File: src/rtl/dff_trace_capture.sv
// Timestamped trace FIFO that samples an observed flip-flop's pins on request.
// Optional macro DFF_TRACE_CHECK_EN adds an on-line reference check of smp_q.
module dff_trace_capture #(
    parameter int DEPTH = 16,
    parameter int TS_W  = 16
) (
    input  logic                     clk,
    input  logic                     rst,
    input  logic                     smp_rst_n,
    input  logic                     smp_enable,
    input  logic                     smp_d,
    input  logic                     smp_q,
    input  logic                     capture_en,
    output logic                     out_valid,
    input  logic                     out_ready,
    output logic [TS_W+3:0]          out_data,
    output logic [$clog2(DEPTH):0]   count,
    output logic                     overflow
`ifdef DFF_TRACE_CHECK_EN
    ,
    output logic                     mismatch,
    output logic [15:0]              mismatch_cnt
`endif
);
    localparam int AW = $clog2(DEPTH);
    localparam int DW = TS_W + 4;
    localparam logic [AW:0] FULL_CNT = (AW+1)'(DEPTH);

    logic [DW-1:0]   mem [DEPTH];
    logic [AW-1:0]   wr_ptr;
    logic [AW-1:0]   rd_ptr;
    logic [TS_W-1:0] ts;
    logic            full;
    logic            pop;
    logic            push;

    // Handshake: an entry transfers on any edge where out_valid and out_ready are both 1;
    // out_data is held while out_valid=1 and out_ready=0.
    assign full      = (count == FULL_CNT);
    assign out_valid = (count != '0);
    assign pop       = out_valid & out_ready;
    assign push      = capture_en & (~full | pop);
    assign out_data  = out_valid ? mem[rd_ptr] : '0;

    always_ff @(posedge clk) begin
        if (push) begin
            mem[wr_ptr] <= {ts, smp_rst_n, smp_enable, smp_d, smp_q};
        end
    end

    always_ff @(posedge clk or posedge rst) begin
        if (rst) begin
            wr_ptr   <= '0;
            rd_ptr   <= '0;
            count    <= '0;
            ts       <= '0;
            overflow <= 1'b0;
        end else begin
            ts <= ts + 1'b1;
            if (push) begin
                wr_ptr <= wr_ptr + 1'b1;
            end
            if (pop) begin
                rd_ptr <= rd_ptr + 1'b1;
            end
            count <= count + {{AW{1'b0}}, push} - {{AW{1'b0}}, pop};
            // A request that finds the FIFO full with no pop this edge is lost.
            if (capture_en & full & ~pop) begin
                overflow <= 1'b1;
            end
        end
    end

`ifdef DFF_TRACE_CHECK_EN
    logic prev_rst_n;
    logic prev_en;
    logic prev_d;
    logic prev_exp;
    logic chk_armed;
    logic exp_q;

    always_comb begin
        exp_q = 1'b0;
        if (smp_rst_n && prev_rst_n) begin
            exp_q = prev_en ? prev_d : prev_exp;
        end
    end

    // The first edge after rst has no history, so it is never compared.
    always_ff @(posedge clk or posedge rst) begin
        if (rst) begin
            prev_rst_n   <= 1'b0;
            prev_en      <= 1'b0;
            prev_d       <= 1'b0;
            prev_exp     <= 1'b0;
            chk_armed    <= 1'b0;
            mismatch     <= 1'b0;
            mismatch_cnt <= '0;
        end else begin
            prev_rst_n <= smp_rst_n;
            prev_en    <= smp_enable;
            prev_d     <= smp_d;
            prev_exp   <= exp_q;
            chk_armed  <= 1'b1;
            if (chk_armed && (smp_q != exp_q)) begin
                mismatch <= 1'b1;
                if (mismatch_cnt != 16'hFFFF) begin
                    mismatch_cnt <= mismatch_cnt + 16'd1;
                end
            end
        end
    end
`endif

endmodule

File: config.mk
export PLATFORM = sky130hd
export DESIGN_NAME = dff_trace_capture
export DESIGN_NICKNAME = d
export VERILOG_FILES = /design/src/rtl/dff_trace_capture.sv
export SDC_FILE = /design/constraint.sdc
export NUM_CORES = 1
export LEC_CHECK = 0
export ABC_AREA = 1
export BUFFER_PORTS_ARGS = -buffer_cell sky130_fd_sc_hd__buf_4
export CAP_MARGIN = 15
export CORE_MARGIN = 10
export CORE_UTILIZATION = 62
export CTS_CLUSTER_SIZE = 8
export DETAILED_ROUTE_END_ITERATION = 6
export PLACE_DENSITY = 0.83
export REMOVE_ABC_BUFFERS = 1
export SLEW_MARGIN = 5
export SYNTH_ARGS = -nofsm -noshare
export SYNTH_HDL_FRONTEND = slang
export SYNTH_SLANG_ARGS = --single-unit
File: constraint.sdc
create_clock -name clk -period 3.5 [get_ports clk]
set_clock_uncertainty 0.15 [all_clocks]
set_input_delay 0.7 -clock clk [delete_from_list [all_inputs] [get_ports clk]]
set_output_delay 0.7 -clock clk [all_outputs]
set_load 0.02 [all_outputs]
==> reports/results.tsv <==
metric	value	unit
Layout area overhead	15.2	%
PwrDens	880	mW/mm2
Yosys top cell by area	edfxtp_1	
Placeable Area	0.0227	mm2
register area share after synthesis	72.2	%
DRC	0	
routed wire length	35100	um
routed length per instance	22.0	um
post-synthesis register bit count	350	
clk slew on worst S/H paths	0.06	ns
Crit path largest cell delay	0.55	ns
CTS tree	built	
post-CTS setup buffer count	0	
CP most frequent cell	nand2_1	
grt total ovfl	0	
Most used DFF post-synth	edfxtp_1	
routability cong.	0.830	
final setup fails	0	
Die ar.	0.0296	mm2
initial antenna violation count	0	
cell breakdown of the critical path	inv_4, buf_12, nand2_1, nand3_1, nand3_1, nand2_1, nand2_1, a21oi_1, buf_4	
CTS Buf Count	49	
Synthesis Warnings	0	
Ant. Diodes	0	
leakage power	6.36	nW
RSZ-0062 raised after global routing	no	
final worst setup slack	0.100	ns
Final Hold Fails	0	
Die Y	172	um
CP Max Fanout	66	
CTS root buf	clkbuf_16	
slew of the pin with the lowest slew margin	0.808	ns
layout cells sized above 1	11.5	%
outcome	completed	
largest net degree at the start of global routing	163	
via count	9780	
Post-Syn Area	0.0144	mm2
Synth top area share	67.0	%
cts hold-fix bufs	0	
io pins	35	
Crit Path Class	reg2out	
CP arrival	2.55	ns
Post-synth EDFFs	320	
Place WS	0.625	ns
Pre-Repair DR Iteration Count	5	
first-pass GRT wire length	53200	um
Die X	172	um
Post-DRT Antenna Nets	0	
GRT Total Usage	23.6	%
Final HPWL DP	18400	um
Synth area leaders	edfxtp_1, nand2_1, nand3_1	
syn_area_per_cell	11.8	um2
Synth async-reset ratio	8.57	%
Max Root-Sink Buffers	3	
Gate Count Post-Synth	1218	
# resized after CTS	0	
CP Capture Type	primary output	
CP max-delay cell	dfrtp_4	
final net count	1298	
Max VDD drop	0.676	mV
Unique masters post-synth	25	
Max Cap Violations	0	
# fillers	1391	
clk sink count	350	
worst hold path type	in2async	
post-route minimum period	3.40	ns
most instantiated cells after synthesis	nand2_1, edfxtp_1, nand3_1, buf_2, dfrtp_1	
worst skew pair latency	0.54	ns
drt via density	6.14	
CP required	2.65	ns
Rel. slew slack	46.1	%
Area after DPL	0.0151	mm2
vias in the first global route	9750	
initial drt markers	1337	
Tcrit/Tclk final	97.1	%
final count of pins violating max slew	0	
startpoint types	register	
Max Freq	294	MHz
Port Buffers	34	
Final Cell Area	0.0165	mm2
most instantiated library cell after synthesis	nand2_1	
Max H-tree Level	2	
row cnt	55	
Initial Util	63.2	%
==> registers in the layout (all words and copies together), names as in the netlist <==
signal / flops
count: 5
mem: 320
overflow: 1
rd_ptr: 4
ts: 16
wr_ptr: 4
==> stage by stage <==
stage	std cells	TNS, ns	util [%]	hold WS, ns	total power [mW]
floorplan	1151	-40.99	-	0.433	8.26
global placement	1510	0	66.4	0.310	9.96
detailed placement	1510	0	66.4	0.316	10.1
CTS	1593	0	72.7	0.180	14.5
global route	1594	0	72.8	0.219	15.2
finish	1594	0	72.8	0.167	14.5
==> power breakdown <==
group	total [mW]	leakage, nW	switching (mW)	internal, mW
registers	5.17	3.39	0.188	4.98
clock network	4.31	0.676	1.63	2.68
logic	5.07	2.30	3.44	1.63
total	14.5	6.36	5.25	9.29
==> path summary, 6_finish.rpt <==
path | startpoint | end | slack [ns] | cells after the start
max in group asynchronous | rst | ts[10] | 2.35 | 3
worst min register to register | overflow | overflow | 0.34 | 1
worst min-delay path | rst | ts[3] | 0.17 | 2
worst max register to register | count[3] | count[4] | 0.62 | 14
worst max-delay path | rd_ptr[0] | out_data[4] | 0.10 | 9
min in group clk | capture_en | overflow | 0.25 | 2
==> metal layers <==
metal	part of all wire, %	routed length [um]	GRT usage [%]
met5	0	0	0
met4	4.2	1470	10.2
met3	12	4100	5.40
met2	48	16800	38.2
met1	36	12700	29.9
==> worst max-delay path, delay by kind of cell, from the launching register on <==
family / cells / cell delay [ns]
buffers and inverters: 3 / 0.72
DFF: 1 / 0.55
AOI/OAI and AO/OA: 1 / 0.24
and+or+nand+nor: 5 / 0.47
==> layout make-up <==
cell class	count	area, um2	share of cell area [%]
Sequential cell	350	10400	62.7
Multi-Input combinational cell	775	3560	21.5
Clock buffer	82	1400	8.48
Timing Repair Buffer	75	738	4.47
Tap cell	285	357	2.16
Inverter	26	100	0.606
Clock inverter	1	8.76	0.0530
==> cell families after synthesis <==
kind of cell               share of synthesized area (%)
buffers and inverters                               3.28
AOI/OAI and AO/OA                                  0.968
xor gates and xnor gates                            1.34
and+or+nand+nor                                     21.0
DFF                                                 72.2
adders and majority gates                           1.19
==> layout by cell type, fill, tap and decap left out, types with 5 or more instances in the layout <==
cell       Yosys  final
xor2_1        18     18
inv_1         24     24
clkbuf_16      0     52
a21oi_1       22     22
clkbuf_1      12     30
ha_1          12     12
edfxtp_1     320    320
buf_4          4     62
nand3_1      248    248
buf_12         0     11
nor3_1         5      5
nor2_2         0     16
nand2_1      426    426
dfrtp_1       30     28
nor2_1        27     11
(Power assumes the default switching activity.)
